### src/rtl/brush_rasterizer.sv
`default_nettype none
// ============================================================================
// Module   : brush_rasterizer
// Brief    : Converts one brush-stroke request (centre, colour, size) into a
//            row-major stream of single-pixel frame-buffer writes, sweeping
//            the clipped bounding box of the circle one pixel per clock.
// Revision : 1.0 - initial release
// ============================================================================
module brush_rasterizer #(
    parameter int H_RES  = 640,
    parameter int V_RES  = 360,
    parameter int ADDR_W = $clog2(H_RES * V_RES)
) (
    input  logic              pixel_clk_in,
    input  logic              rst_in,
    input  logic              stroke_valid_in,
    output logic              stroke_ready_out,
    input  logic [9:0]        x_in,
    input  logic [8:0]        y_in,
    input  logic [3:0]        color_in,
    input  logic [2:0]        sw_in,
    output logic [ADDR_W-1:0] wr_addr_out,
    output logic [3:0]        wr_data_out,
    output logic              wr_en_out,
    output logic              busy_out,
    output logic              done_out
);

    localparam logic [10:0]       c_H_RES  = 11'(H_RES);
    localparam logic [10:0]       c_X_LAST = 11'(H_RES - 1);
    localparam logic [9:0]        c_V_RES  = 10'(V_RES);
    localparam logic [9:0]        c_Y_LAST = 10'(V_RES - 1);
    localparam logic [ADDR_W-1:0] c_ROW    = ADDR_W'(H_RES);

    typedef enum logic [1:0] {
        S_IDLE = 2'd0,
        S_SCAN = 2'd1,
        S_FIN  = 2'd2
    } state_t;

    state_t             r_state;
    logic               r_ready;
    logic               r_busy;
    logic               r_done;
    logic               r_wr_en;
    logic [ADDR_W-1:0]  r_wr_addr;
    logic [3:0]         r_wr_data;

    // Latched stroke and sweep position
    logic [9:0]         r_cx;
    logic [8:0]         r_cy;
    logic [3:0]         r_r;
    logic [3:0]         r_color;
    logic [9:0]         r_xmin;
    logic [9:0]         r_xmax;
    logic [8:0]         r_ymax;
    logic [9:0]         r_px;
    logic [8:0]         r_py;
    logic [ADDR_W-1:0]  r_addr;

    // Request-side bounding box (only meaningful at the accept edge)
    logic [3:0]         w_r;
    logic [9:0]         w_xmin;
    logic [10:0]        w_xsum;
    logic [9:0]         w_xmax;
    logic [8:0]         w_ymin;
    logic [9:0]         w_ysum;
    logic [8:0]         w_ymax;
    logic               w_off;
    logic [ADDR_W-1:0]  w_base;
    logic               w_accept;

    // Sweep-side circle test and stepping
    logic [10:0]        w_dx_full;
    logic [9:0]         w_dy_full;
    logic [5:0]         w_dx;
    logic [5:0]         w_dy;
    logic [4:0]         w_adx;
    logic [4:0]         w_ady;
    logic [9:0]         w_dist;
    logic [9:0]         w_r2;
    logic               w_inside;
    logic               w_row_end;
    logic               w_last;
    logic [ADDR_W-1:0]  w_row_step;

    // Radius is always odd: 2*sw+1. Box edges are computed one bit wider so
    // the low side cannot wrap and the high side can be clipped to the canvas.
    assign w_r      = {sw_in, 1'b1};
    assign w_xmin   = (x_in >= {6'd0, w_r}) ? (x_in - {6'd0, w_r}) : 10'd0;
    assign w_xsum   = {1'b0, x_in} + {7'd0, w_r};
    assign w_xmax   = (w_xsum > c_X_LAST) ? c_X_LAST[9:0] : w_xsum[9:0];
    assign w_ymin   = (y_in >= {5'd0, w_r}) ? (y_in - {5'd0, w_r}) : 9'd0;
    assign w_ysum   = {1'b0, y_in} + {6'd0, w_r};
    assign w_ymax   = (w_ysum > c_Y_LAST) ? c_Y_LAST[8:0] : w_ysum[8:0];
    assign w_off    = ({1'b0, x_in} >= c_H_RES) || ({1'b0, y_in} >= c_V_RES);
    // Single multiply per stroke; the sweep itself only adds.
    assign w_base   = ADDR_W'(w_ymin) * c_ROW + ADDR_W'(w_xmin);
    assign w_accept = stroke_valid_in && r_ready;

    // Inside the box |dx|,|dy| <= 15, so 6-bit two's complement is enough.
    assign w_dx_full  = {1'b0, r_px} - {1'b0, r_cx};
    assign w_dy_full  = {1'b0, r_py} - {1'b0, r_cy};
    assign w_dx       = w_dx_full[5:0];
    assign w_dy       = w_dy_full[5:0];
    assign w_adx      = w_dx[5] ? (~w_dx[4:0] + 5'd1) : w_dx[4:0];
    assign w_ady      = w_dy[5] ? (~w_dy[4:0] + 5'd1) : w_dy[4:0];
    assign w_dist     = {5'd0, w_adx} * {5'd0, w_adx} + {5'd0, w_ady} * {5'd0, w_ady};
    assign w_r2       = {6'd0, r_r} * {6'd0, r_r};
    assign w_inside   = (w_dist <= w_r2);
    assign w_row_end  = (r_px == r_xmax);
    assign w_last     = w_row_end && (r_py == r_ymax);
    assign w_row_step = c_ROW - ADDR_W'(r_xmax - r_xmin);

    // Stroke FSM: handshake, box sweep and registered write-port outputs
    always_ff @(posedge pixel_clk_in or negedge rst_in) begin
        if (!rst_in) begin
            r_state   <= S_IDLE;
            r_ready   <= 1'b0;
            r_busy    <= 1'b0;
            r_done    <= 1'b0;
            r_wr_en   <= 1'b0;
            r_wr_addr <= '0;
            r_wr_data <= 4'd0;
            r_cx      <= 10'd0;
            r_cy      <= 9'd0;
            r_r       <= 4'd0;
            r_color   <= 4'd0;
            r_xmin    <= 10'd0;
            r_xmax    <= 10'd0;
            r_ymax    <= 9'd0;
            r_px      <= 10'd0;
            r_py      <= 9'd0;
            r_addr    <= '0;
        end else begin
            case (r_state)
                S_IDLE: begin
                    r_wr_en <= 1'b0;
                    r_done  <= 1'b0;
                    if (w_accept) begin
                        r_ready <= 1'b0;
                        r_busy  <= 1'b1;
                        r_cx    <= x_in;
                        r_cy    <= y_in;
                        r_r     <= w_r;
                        r_color <= color_in;
                        r_xmin  <= w_xmin;
                        r_xmax  <= w_xmax;
                        r_ymax  <= w_ymax;
                        r_px    <= w_xmin;
                        r_py    <= w_ymin;
                        r_addr  <= w_base;
                        r_state <= w_off ? S_FIN : S_SCAN;
                    end else begin
                        r_ready <= 1'b1;
                    end
                end
                S_SCAN: begin
                    // Address always advances; only the strobe is gated.
                    r_wr_en   <= w_inside;
                    r_wr_addr <= r_addr;
                    r_wr_data <= r_color;
                    if (w_row_end) begin
                        r_px   <= r_xmin;
                        r_py   <= r_py + 9'd1;
                        r_addr <= r_addr + w_row_step;
                    end else begin
                        r_px   <= r_px + 10'd1;
                        r_addr <= r_addr + {{(ADDR_W-1){1'b0}}, 1'b1};
                    end
                    if (w_last) begin
                        r_state <= S_FIN;
                    end
                end
                S_FIN: begin
                    // Last write slot is on the port now; signal completion next.
                    r_wr_en <= 1'b0;
                    r_busy  <= 1'b0;
                    r_done  <= 1'b1;
                    r_state <= S_IDLE;
                end
                default: begin
                    r_state <= S_IDLE;
                end
            endcase
        end
    end

    assign stroke_ready_out = r_ready;
    assign busy_out         = r_busy;
    assign done_out         = r_done;
    assign wr_en_out        = r_wr_en;
    assign wr_addr_out      = r_wr_addr;
    assign wr_data_out      = r_wr_data;

endmodule
`default_nettype wire

### config.mk
export PLATFORM = sky130hd
export DESIGN_NAME = brush_rasterizer
export DESIGN_NICKNAME = d
export VERILOG_FILES = /design/src/rtl/brush_rasterizer.sv
export SDC_FILE = /design/constraint.sdc
export NUM_CORES = 1
export LEC_CHECK = 0
export BUFFER_PORTS_ARGS = -buffer_cell sky130_fd_sc_hd__buf_2
export CAP_MARGIN = 10
export CORE_MARGIN = 1.5
export CORE_UTILIZATION = 55
export DETAILED_ROUTE_END_ITERATION = 16
export PLACE_DENSITY_LB_ADDON = 0.1
export SYNTH_ARGS = -nofsm -noshare
export SYNTH_HDL_FRONTEND = slang
export SYNTH_SLANG_ARGS = --single-unit
### constraint.sdc
create_clock -name pixel_clk_in -period 8.7 [get_ports pixel_clk_in]
set_input_delay 2.61 -clock pixel_clk_in [delete_from_list [all_inputs] [get_ports pixel_clk_in]]
set_output_delay 2.61 -clock pixel_clk_in [all_outputs]
set_load 0.03 [all_outputs]
==> flow_summary.json, run 1 <==
{
  "status": "complete, no violations",
  "ys_warn_count": 0,
  "cp-endpoint": "wr_en_out$_DFFE_PN0P_",
  "r2r-start": "r_py[1]$_DFFE_PN0P_",
  "cp_max_fo": 7,
  "setup_viol": 0,
  "yosysMostFrequentCell": "nand2_1",
  "cts_resized": 0,
  "initial_core_util_pct": 56.83,
  "synthCells": 1243,
  "synth.top_cells.by_area": "dfrtp_1 28%, ha_1 14%, fa_1 6.0%, nand2_1 5.9%, xnor2_1 4.9%",
  "final_layout_size_suffix_gt1_share_pct": 8.502,
  "maxCapViolations": 0,
  "yosys.area.top_type_share_pct": 27.57,
  "synthAdderAreaFrac_pct": 19.54,
  "startpoint_type": "register",
  "first_pass_iters": 6,
  "reg2reg_slack_ns": 1.62,
  "syn-num-nets": 1415,
  "h-tree-depth": 4,
  "synth_edf_count": 0,
  "antenna_found_initial": 0,
  "startpoint": "r_py[1]$_DFFE_PN0P_",
  "cpPeakStageDelay_ns": 0.57,
  "vias": 8668,
  "ys_ff_latch": 114,
  "fillers": 1617,
  "setup.worst_path.end_class": "register",
  "hold_start": "wr_addr_out[12]$_DFFE_PN0P_",
  "syn_to_final_growth_pct": 10.17,
  "hpwl_um": 18630,
  "row_count": 49,
  "diodes": 0,
  "drt.antenna.violating_nets": 0,
  "synth_seq_area_share_pct": 27.57,
  "core_um2": 18210,
  "synth_top_family_by_area": "adder cells",
  "nets": 1441,
  "drv_slew": 0,
  "synth_compound_area_share_pct": 17.77,
  "wl_per_cell_um": 16.86,
  "clockBufferDepth": 2,
  "crit_type": "reg2reg",
  "fmax_ghz": 0.1413,
  "route.detailed.drc": 0,
  "cts_buffers": 17,
  "rsz0062_at_grt": "false",
  "r2r_cells": 27,
  "synth_xor_xnor_area_share_pct": 9.564,
  "synth_top_area_cell": "dfrtp_1",
  "grtUsageTotal_pct": 27.53,
  "routed_wl_um": 25470,
  "first_global_vias": 8729,
  "synth_area_um2": 10350,
  "required_ns": 9.02,
  "grt_max_degree": 62,
  "synthSimpleGateAreaFrac_pct": 18.40,
  "powerDensity_nw_per_um2": 136.5,
  "clk_latency_ns": 0.43,
  "setup_tns_ns": 0,
  "ys_async_sr_fraction_pct": 100.0,
  "finalHoldViolations": 0,
  "r2r_end": "wr_en_out$_DFFE_PN0P_",
  "dieArea_um2": 19650,
  "slew_headroom_pct": 18.97,
  "cts.clk_slew.worst_paths_ns": 0.06,
  "port_buffers": 54,
  "cts_hold_buffers": 0,
  "holdCritPathClass": "reg2reg",
  "period_minus_slack_ns": 7.077,
  "num_io_pins": 55,
  "die_w_um": 140.2,
  "worstPathArrival_ns": 7.39,
  "drt-initial-drc-count": 512,
  "crit_slowest_cell": "fa_1",
  "postCtsSetupBuffers": 0,
  "ir_drop_v": 0.0001514,
  "yosysUniqueCellTypes": 72,
  "synth_mux_area_share_pct": 0.8947,
  "power_uw": 1556,
  "worst_pin_slew_ns": 1.212,
  "p_leak_uw": 0.005649,
  "vias_per_cell": 5.737,
  "synth_common_cells": "162 x nand2_1, 114 x dfrtp_1, 113 x inv_1",
  "grt_pass1_wl_um": 43310,
  "cts_root_buf": "clkbuf_16",
  "syn_area_per_cell_um2": 8.326,
  "grt_overflow": 0,
  "finalCritPeriodShare_pct": 81.34,
  "place.gp.congestion": 0.9203,
  "ys.flop_type": "dfrtp_1",
  "cts_tree": "yes",
  "skew_ns": 0.009968,
  "cts_num_sinks": 114,
  "die_y_um": 140.2
}
==> where the power goes <==
| group | total, uW | leakage (uW) | internal, uW | switching (uW) |
|---|---|---|---|---|
| Clock | 797 | 0.000321 | 542 | 255 |
| Combinational | 228 | 0.00395 | 86.5 | 142 |
| Sequential | 531 | 0.00138 | 531 | 0 |
==> per-layer routing <==
metal / share of wire, % / vias up / GRT usage, %
li1: - / 4309 / -
met1: 47 / 4163 / 37.23
met2: 48 / 173 / 46.33
met3: 4.1 / 23 / 4.889
met4: 1.2 / 0 / 5.873
met5: 0 / - / 0
==> critical path: cells and delay by family, from the launching register on <==
kind | cells | cell delay (ns)
adders and majority gates | 8 | 3.44
DFF | 1 | 0.43
and+or+nand+nor | 4 | 0.96
xor gates and xnor gates | 2 | 0.37
AOI/OAI and AO/OA | 10 | 1.61
buffers and inverters | 3 | 0.18
==> logic make-up after synthesis <==
group	Yosys count
xor gates and xnor gates	113
DFF	114
adders and majority gates	143
buffers and inverters	166
AOI/OAI and AO/OA	287
and+or+nand+nor	411
muxes	9
==> sequential cells by signal, indices dropped and copies added, names as in the netlist, 9 cells and up <==
signal       flops
r_addr          18
r_px            10
r_py             9
r_xmax          10
r_xmin          10
r_ymax           9
wr_addr_out     18
==> cell usage in the layout, fill, tap and decap left out, types with 53 or more instances in the layout <==
cell type / instances
a21oi_1: 89
buf_2: 53
dfrtp_1: 114
ha_1: 112
inv_1: 113
nand2_1: 162
nor2_1: 97
o21ai_0: 66
xnor2_1: 58
xor2_1: 55
==> final cells by class <==
type,count,area [um^2],share of cell area (%)
multi-input combinational,963,6865,60.22
timing repair buffer,59,310.3,2.722
clock buffer,21,450.4,3.951
tap,229,286.5,2.513
inverter,114,427.9,3.753
sequential,114,2853,25.02
clock inverter,11,207.7,1.822
==> how the worst min path moves through the flow <==
stage / to / slack (ns) / cells after the start
3_5_place_dp: wr_addr_out[3]$_DFFE_PN0P_ / 0.46 / 2
5_1_grt: r_color[0]$_DFFE_PN0P_ / 0.49 / 2
6_report: wr_addr_out[12]$_DFFE_PN0P_ / 0.47 / 2
2_1_floorplan: wr_data_out[0]$_DFFE_PN0P_ / 0.44 / 2
3_3_place_gp: wr_data_out[3]$_DFFE_PN0P_ / 0.45 / 2
4_1_cts: wr_data_out[3]$_DFFE_PN0P_ / 0.47 / 2
==> metrics by stage <==
step / utilization (%) / hold WS, ns / worst slack (ns) / std cells / area, um^2
floorplan: - / 0.4386 / 2.017 / 1243 / 10350
global placement: 59.00 / 0.4474 / 1.693 / 1479 / 10740
detailed placement: 59.00 / 0.4568 / 1.584 / 1479 / 10740
CTS: 62.61 / 0.4684 / 1.656 / 1511 / 11400
global route: 62.61 / 0.4925 / 1.278 / 1511 / 11400
finish: 62.61 / 0.4656 / 1.623 / 1511 / 11400
No activity file was read; power rests on OpenSTA's default activity.
==> run 2, diff against run 1 <==
--- a/config.mk
+++ b/config.mk
@@ -5,6 +5,7 @@
 export SDC_FILE = /design/constraint.sdc
 export NUM_CORES = 1
 export LEC_CHECK = 0
+export ABC_AREA = 1
 export BUFFER_PORTS_ARGS = -buffer_cell sky130_fd_sc_hd__buf_2
 export CAP_MARGIN = 10
 export CORE_MARGIN = 1.5
==> constraint.sdc (replaced) <==
create_clock -name pixel_clk_in -period 6.9 [get_ports pixel_clk_in]
set_input_delay 2.07 -clock pixel_clk_in [delete_from_list [all_inputs] [get_ports pixel_clk_in]]
set_output_delay 2.07 -clock pixel_clk_in [all_outputs]
set_load 0.03 [all_outputs]
==> flow_summary.json, run 2 <==
{
  "worst_pin_slew_ns": 0.9037,
  "crit_type": "reg2reg",
  "vias_per_cell": 5.395,
  "synth_area_um2": 10700,
  "final_common_cell": "nand2_1",
  "dpl.cell_count": 1763,
  "first_global_vias": 9140,
  "period_minus_slack_ns": 6.597,
  "ys_ff_latch": 114,
  "cts_tree": "yes",
  "h-tree-depth": 4,
  "yosysMostFrequentCell": "nand2_1",
  "initial_core_util_pct": 56.63,
  "synth_edf_count": 0,
  "hold_start": "r_color[1]$_DFFE_PN0P_",
  "syn-num-nets": 1642,
  "die_w_um": 142.5,
  "clk_latency_ns": 0.43,
  "row_count": 50,
  "final_cell_mix": "340 x nand2_1, 230 x inv_1, 114 x dfrtp_1, 113 x nor2_1, 106 x ha_1",
  "r2r_end": "wr_en_out$_DFFE_PN0P_",
  "synth_top_area_cell": "dfrtp_1",
  "holdCritPathClass": "reg2reg",
  "slew_headroom_pct": 39.76,
  "final_layout_size_suffix_gt1_share_pct": 12.40,
  "synth_seq_area_share_pct": 26.66,
  "clockBufferDepth": 2,
  "cpPeakStageDelay_ns": 0.60,
  "required_ns": 7.26,
  "cts.clk_slew.worst_paths_ns": 0.06,
  "worst-path-stages": 30,
  "vias": 9711,
  "reg2reg_slack_ns": 0.30,
  "grtUsageTotal_pct": 27.81,
  "finalCritPeriodShare_pct": 95.61,
  "first_pass_iters": 5,
  "cts_root_buf": "clkbuf_16",
  "synthCells": 1470,
  "dieArea_um2": 20300,
  "cp_max_fo": 6,
  "worstPathArrival_ns": 6.95,
  "cts_hold_buffers": 0,
  "critPathBufInv": 3,
  "whs_path_depth": 2,
  "yosys.area.top_type_share_pct": 26.66,
  "finalHoldViolations": 0,
  "port_buffers": 54,
  "startpoint_type": "register",
  "ys_warn_count": 0,
  "skew_ns": 0.01252,
  "crit_family": "adder cells",
  "ys.flop_type": "dfrtp_1",
  "status": "complete, no violations",
  "nets": 1701,
  "hpwl_um": 20520,
  "min_to": "r_color[1]$_DFFE_PN0P_",
  "drt-initial-drc-count": 610,
  "fin_hold_ws_ns": 0.4691,
  "wl_per_cell_um": 15.09,
  "r2r-start": "r_px[1]$_DFFE_PN0P_",
  "cts_num_sinks": 114,
  "maxCapViolations": 0,
  "place.gp.congestion": 0.9165,
  "grt_max_degree": 68,
  "syn_area_per_cell_um2": 7.278,
  "drv_slew": 0,
  "route.detailed.drc": 0,
  "fmax_ghz": 0.1516,
  "final_cells": 1800,
  "ys_async_sr_fraction_pct": 100.0,
  "synth.top_cells.by_area": "dfrtp_1 27%, ha_1 13%, nand2_1 12%, inv_1 8.2%, fa_1 5.8%",
  "num_io_pins": 55,
  "syn_to_final_growth_pct": 11.99,
  "routed_wl_um": 27160,
  "yosysUniqueCellTypes": 60,
  "grt_overflow": 0,
  "antenna_found_initial": 0,
  "synth_common_cells": "344 x nand2_1, 235 x inv_1, 118 x nor2_1",
  "r2r_cells": 30,
  "setup_viol": 0,
  "die_y_um": 142.5,
  "diodes": 0,
  "grt_pass1_wl_um": 44530,
  "crit_slowest_cell": "fa_1",
  "drt.antenna.violating_nets": 0,
  "crit_top_cell": "fa_1",
  "setup.worst_path.end_class": "register",
  "core_um2": 18890,
  "cts_buffers": 17
}
run 2: cell types whose count changed after synthesis, moves of 21 or more:
| cell | delta |
|---|---|
| nand2_1 | +182 |
| inv_1 | +122 |
| nand3_1 | +46 |
| xnor2_1 | -43 |
| clkbuf_1 | -27 |
| o21ai_0 | +23 |
| a21o_1 | -21 |
run 2: metal layers:
metal / track usage, % / share of wire [%] / vias up
li1: - / - / 4886
met1: 38.88 / 47 / 4513
met2: 44.35 / 45 / 270
met3: 4.610 / 6.1 / 42
met4: 8.085 / 1.8 / 0
met5: 0 / 0 / -
run 2: worst max path at each step:
stage,slack (ns),end,from
3_5_place_dp,0.06,wr_en_out$_DFFE_PN0P_,r_py[0]$_DFFE_PN0P_
2_1_floorplan,0.45,wr_en_out$_DFFE_PN0P_,r_px[0]$_DFFE_PN0P_
3_3_place_gp,0.25,wr_en_out$_DFFE_PN0P_,r_py[0]$_DFFE_PN0P_
6_report,0.30,wr_en_out$_DFFE_PN0P_,r_px[1]$_DFFE_PN0P_
4_1_cts,0.05,wr_en_out$_DFFE_PN0P_,r_py[0]$_DFFE_PN0P_
5_1_grt,-0.08,wr_en_out$_DFFE_PN0P_,r_px[1]$_DFFE_PN0P_
run 2: timing repair:
| action | CTS | global route |
|---|---|---|
| setup buffers | 0 | 7 |
| resized for setup | 0 | 35 |
| setup endpoints to repair | 0 | 1 |
run 2: worst min-delay path: stages, from the launching register on:
cell,delay (ns)
dfrtp_1,0.34
nand2_1,0.05
nand2_1,0.05
run 2: layout make-up:
cell class | instances | area [um^2]
clock buffers | 20 | 446.7
clock inverters | 10 | 112.6
fillers | 1732 | 6912
inverters | 247 | 927.1
multi-input cells | 1080 | 6932
flip-flops and latches | 114 | 2853
well taps | 260 | 325.3
repair buffers | 69 | 385.4
run 2: logic make-up (layout without fill, tap and decap cells):
| logic type | after synthesis | after routing | synth area share [%] |
|---|---|---|---|
| adder cells (fa/ha/maj) | 143 | 143 | 18.90 |
| flip-flops | 114 | 114 | 26.66 |
| AO/OA/AOI/OAI | 261 | 261 | 14.41 |
| XOR/XNOR | 63 | 63 | 5.438 |
| AND/OR/NAND/NOR | 613 | 613 | 24.61 |
| buffers and inverters | 276 | 346 | 9.987 |
run 2: stage by stage:
stage / setup TNS (ns) / setup WS (ns) / cell area [um^2] / util [%]
4_1_cts: 0 / 0.05351 / 11790 / 62.39
3_5_place_dp: 0 / 0.06103 / 11230 / 59.43
5_1_grt: -0.08292 / -0.08292 / 11980 / 63.42
6_report: 0 / 0.3030 / 11980 / 63.42
3_3_place_gp: 0 / 0.2519 / 11230 / 59.43
2_1_floorplan: 0 / 0.4518 / 10700 / -
Power of run 2 is not shown: default switching activity piles up to over one toggle a cycle in this logic, so the estimate is an artifact.
==> run 3, diff against run 2 <==
--- a/config.mk
+++ b/config.mk
@@ -8,8 +8,10 @@
 export ABC_AREA = 1
 export BUFFER_PORTS_ARGS = -buffer_cell sky130_fd_sc_hd__buf_2
 export CAP_MARGIN = 10
+export CELL_PAD_IN_SITES_DETAIL_PLACEMENT = 1
+export CELL_PAD_IN_SITES_GLOBAL_PLACEMENT = 1
 export CORE_MARGIN = 1.5
-export CORE_UTILIZATION = 55
+export CORE_UTILIZATION = 47
 export DETAILED_ROUTE_END_ITERATION = 16
 export PLACE_DENSITY_LB_ADDON = 0.1
 export SYNTH_ARGS = -nofsm -noshare
==> flow_summary.json, run 3 (synthesis gave the netlist of run 2 again) <==
{
  "status": "complete, no violations",
  "startpoint_type": "register",
  "port_buffers": 54,
  "grt-busiest-layer": "met2",
  "syn_to_final_growth_pct": 13.67,
  "wl_per_cell_um": 18.15,
  "fmax_ghz": 0.1509,
  "r2r_cells": 32,
  "first_pass_iters": 4,
  "holdCritPathClass": "reg2reg",
  "slew_headroom_pct": 34.01,
  "fin_util_pct": 54.05,
  "clockBufferDepth": 2,
  "nets": 1705,
  "rsz0062_at_grt": "true",
  "cts_tree": "yes",
  "min_to": "wr_addr_out[15]$_DFFE_PN0P_",
  "final_layout_size_suffix_gt1_share_pct": 13.39,
  "grtUsageMet2_pct": 47.81,
  "cp_max_fo": 5,
  "die_y_um": 153.9,
  "dieArea_um2": 23680,
  "antenna_found_initial": 1,
  "crit_slowest_cell": "fa_1",
  "place.gp.congestion": 0.8702,
  "grtUsageMet1_pct": 40.00,
  "grt_util_met3_pct": 4.002,
  "cts_buffers": 17,
  "initial_core_util_pct": 47.55,
  "period_minus_slack_ns": 6.626,
  "r2r-start": "r_px[0]$_DFFE_PN0P_",
  "routed_wl_um": 33260,
  "setup.worst_path.end_class": "register",
  "setup_viol": 0,
  "grt_pass1_wl_um": 54010,
  "grtUsageTotal_pct": 28.76,
  "cts.clk_slew.worst_paths_ns": 0.06,
  "worst_pin_slew_ns": 0.9899,
  "crit_type": "reg2reg",
  "maxCapViolations": 0,
  "cpPeakStageDelay_ns": 0.60,
  "final_cell_mix": "341 x nand2_1, 229 x inv_1, 113 x nor2_1, 111 x dfrtp_1, 105 x ha_1",
  "whs_path_depth": 2,
  "final_common_cell": "nand2_1",
  "grt_overflow": 0,
  "reg2reg_slack_ns": 0.27,
  "first_global_vias": 10479,
  "crit_top_cell": "fa_1",
  "num_io_pins": 55,
  "required_ns": 7.25,
  "h-tree-depth": 4,
  "skew_ns": 0.01723,
  "vias": 9988,
  "cts_num_sinks": 114,
  "grt_max_degree": 70,
  "die_w_um": 153.9,
  "worstPathArrival_ns": 6.98,
  "drt-initial-drc-count": 427,
  "drt.antenna.violating_nets": 0,
  "fillers": 2921,
  "route.detailed.drc": 0,
  "hpwl_um": 24760,
  "clk_latency_ns": 0.43,
  "hold_start": "wr_addr_out[15]$_DFFE_PN0P_",
  "r2r_end": "wr_en_out$_DFFE_PN0P_",
  "finalHoldViolations": 0,
  "cts_root_buf": "clkbuf_16",
  "vias_per_cell": 5.452,
  "drv_slew": 0,
  "core_um2": 22500,
  "row_count": 55,
  "finalCritPeriodShare_pct": 96.03
}
==> run 3: final cells by class <==
cell class | count | area, um^2 | share of cell area, %
clock buffer | 17 | 425.4 | 3.498
tap | 285 | 356.6 | 2.932
clock inverter | 15 | 220.2 | 1.811
multi-input combinational | 1080 | 6958 | 57.21
antenna | 1 | 2.502 | 0.02058
inverter | 247 | 927.1 | 7.623
sequential | 114 | 2856 | 23.49
timing repair buffer | 73 | 415.4 | 3.416
==> run 3: metrics by stage <==
stage	setup slack (ns)	hold slack, ns	cells	TNS, ns	instance area, um^2
after floorplan	0.4518	0.4422	1470	0	10700
after global placement	0.2120	0.4510	1789	0	11270
after detailed placement	-0.01497	0.4602	1789	-0.01497	11270
after CTS	0.005968	0.4767	1821	0	11930
after global routing	-0.08760	0.4851	1831	-0.08760	12160
final	0.2743	0.4738	1832	0	12160
==> run 3: critical path, delay by kind of cell (launching register included) <==
family / cells / cell delay [ns]
buf+inv: 6 / 0.42
flops: 1 / 0.43
simple gates: 11 / 1.36
xor+xnor: 2 / 0.34
compound gates: 4 / 0.42
fa+ha+maj: 9 / 3.58
==> run 3: metal layers <==
metal | vias up | share of wire, %
met5 | - | 0
met4 | 0 | 1.4
met3 | 33 | 3.3
met2 | 154 | 48
met1 | 4915 | 47
li1 | 4886 | -
==> run 3: worst max path at each step <==
stage                              startpoint                     to  slack [ns]  cells after the start
after global routing      r_px[0]$_DFFE_PN0P_  wr_en_out$_DFFE_PN0P_       -0.09                     32
after detailed placement  r_px[0]$_DFFE_PN0P_  wr_en_out$_DFFE_PN0P_       -0.01                     32
after floorplan           r_px[0]$_DFFE_PN0P_  wr_en_out$_DFFE_PN0P_        0.45                     32
after global placement    r_py[0]$_DFFE_PN0P_  wr_en_out$_DFFE_PN0P_        0.21                     32
after CTS                 r_px[0]$_DFFE_PN0P_  wr_en_out$_DFFE_PN0P_       0.006                     32
final                     r_px[0]$_DFFE_PN0P_  wr_en_out$_DFFE_PN0P_        0.27                     32
==> run 3: what timing repair did <==
item	4_1_cts	5_1_grt
buffers inserted	0	10
endpoints found under the setup margin	1	1
gates resized for setup	1	43
pin swaps	0	25
hold buffers	0	0
Power of run 3 is left out for the same reason.
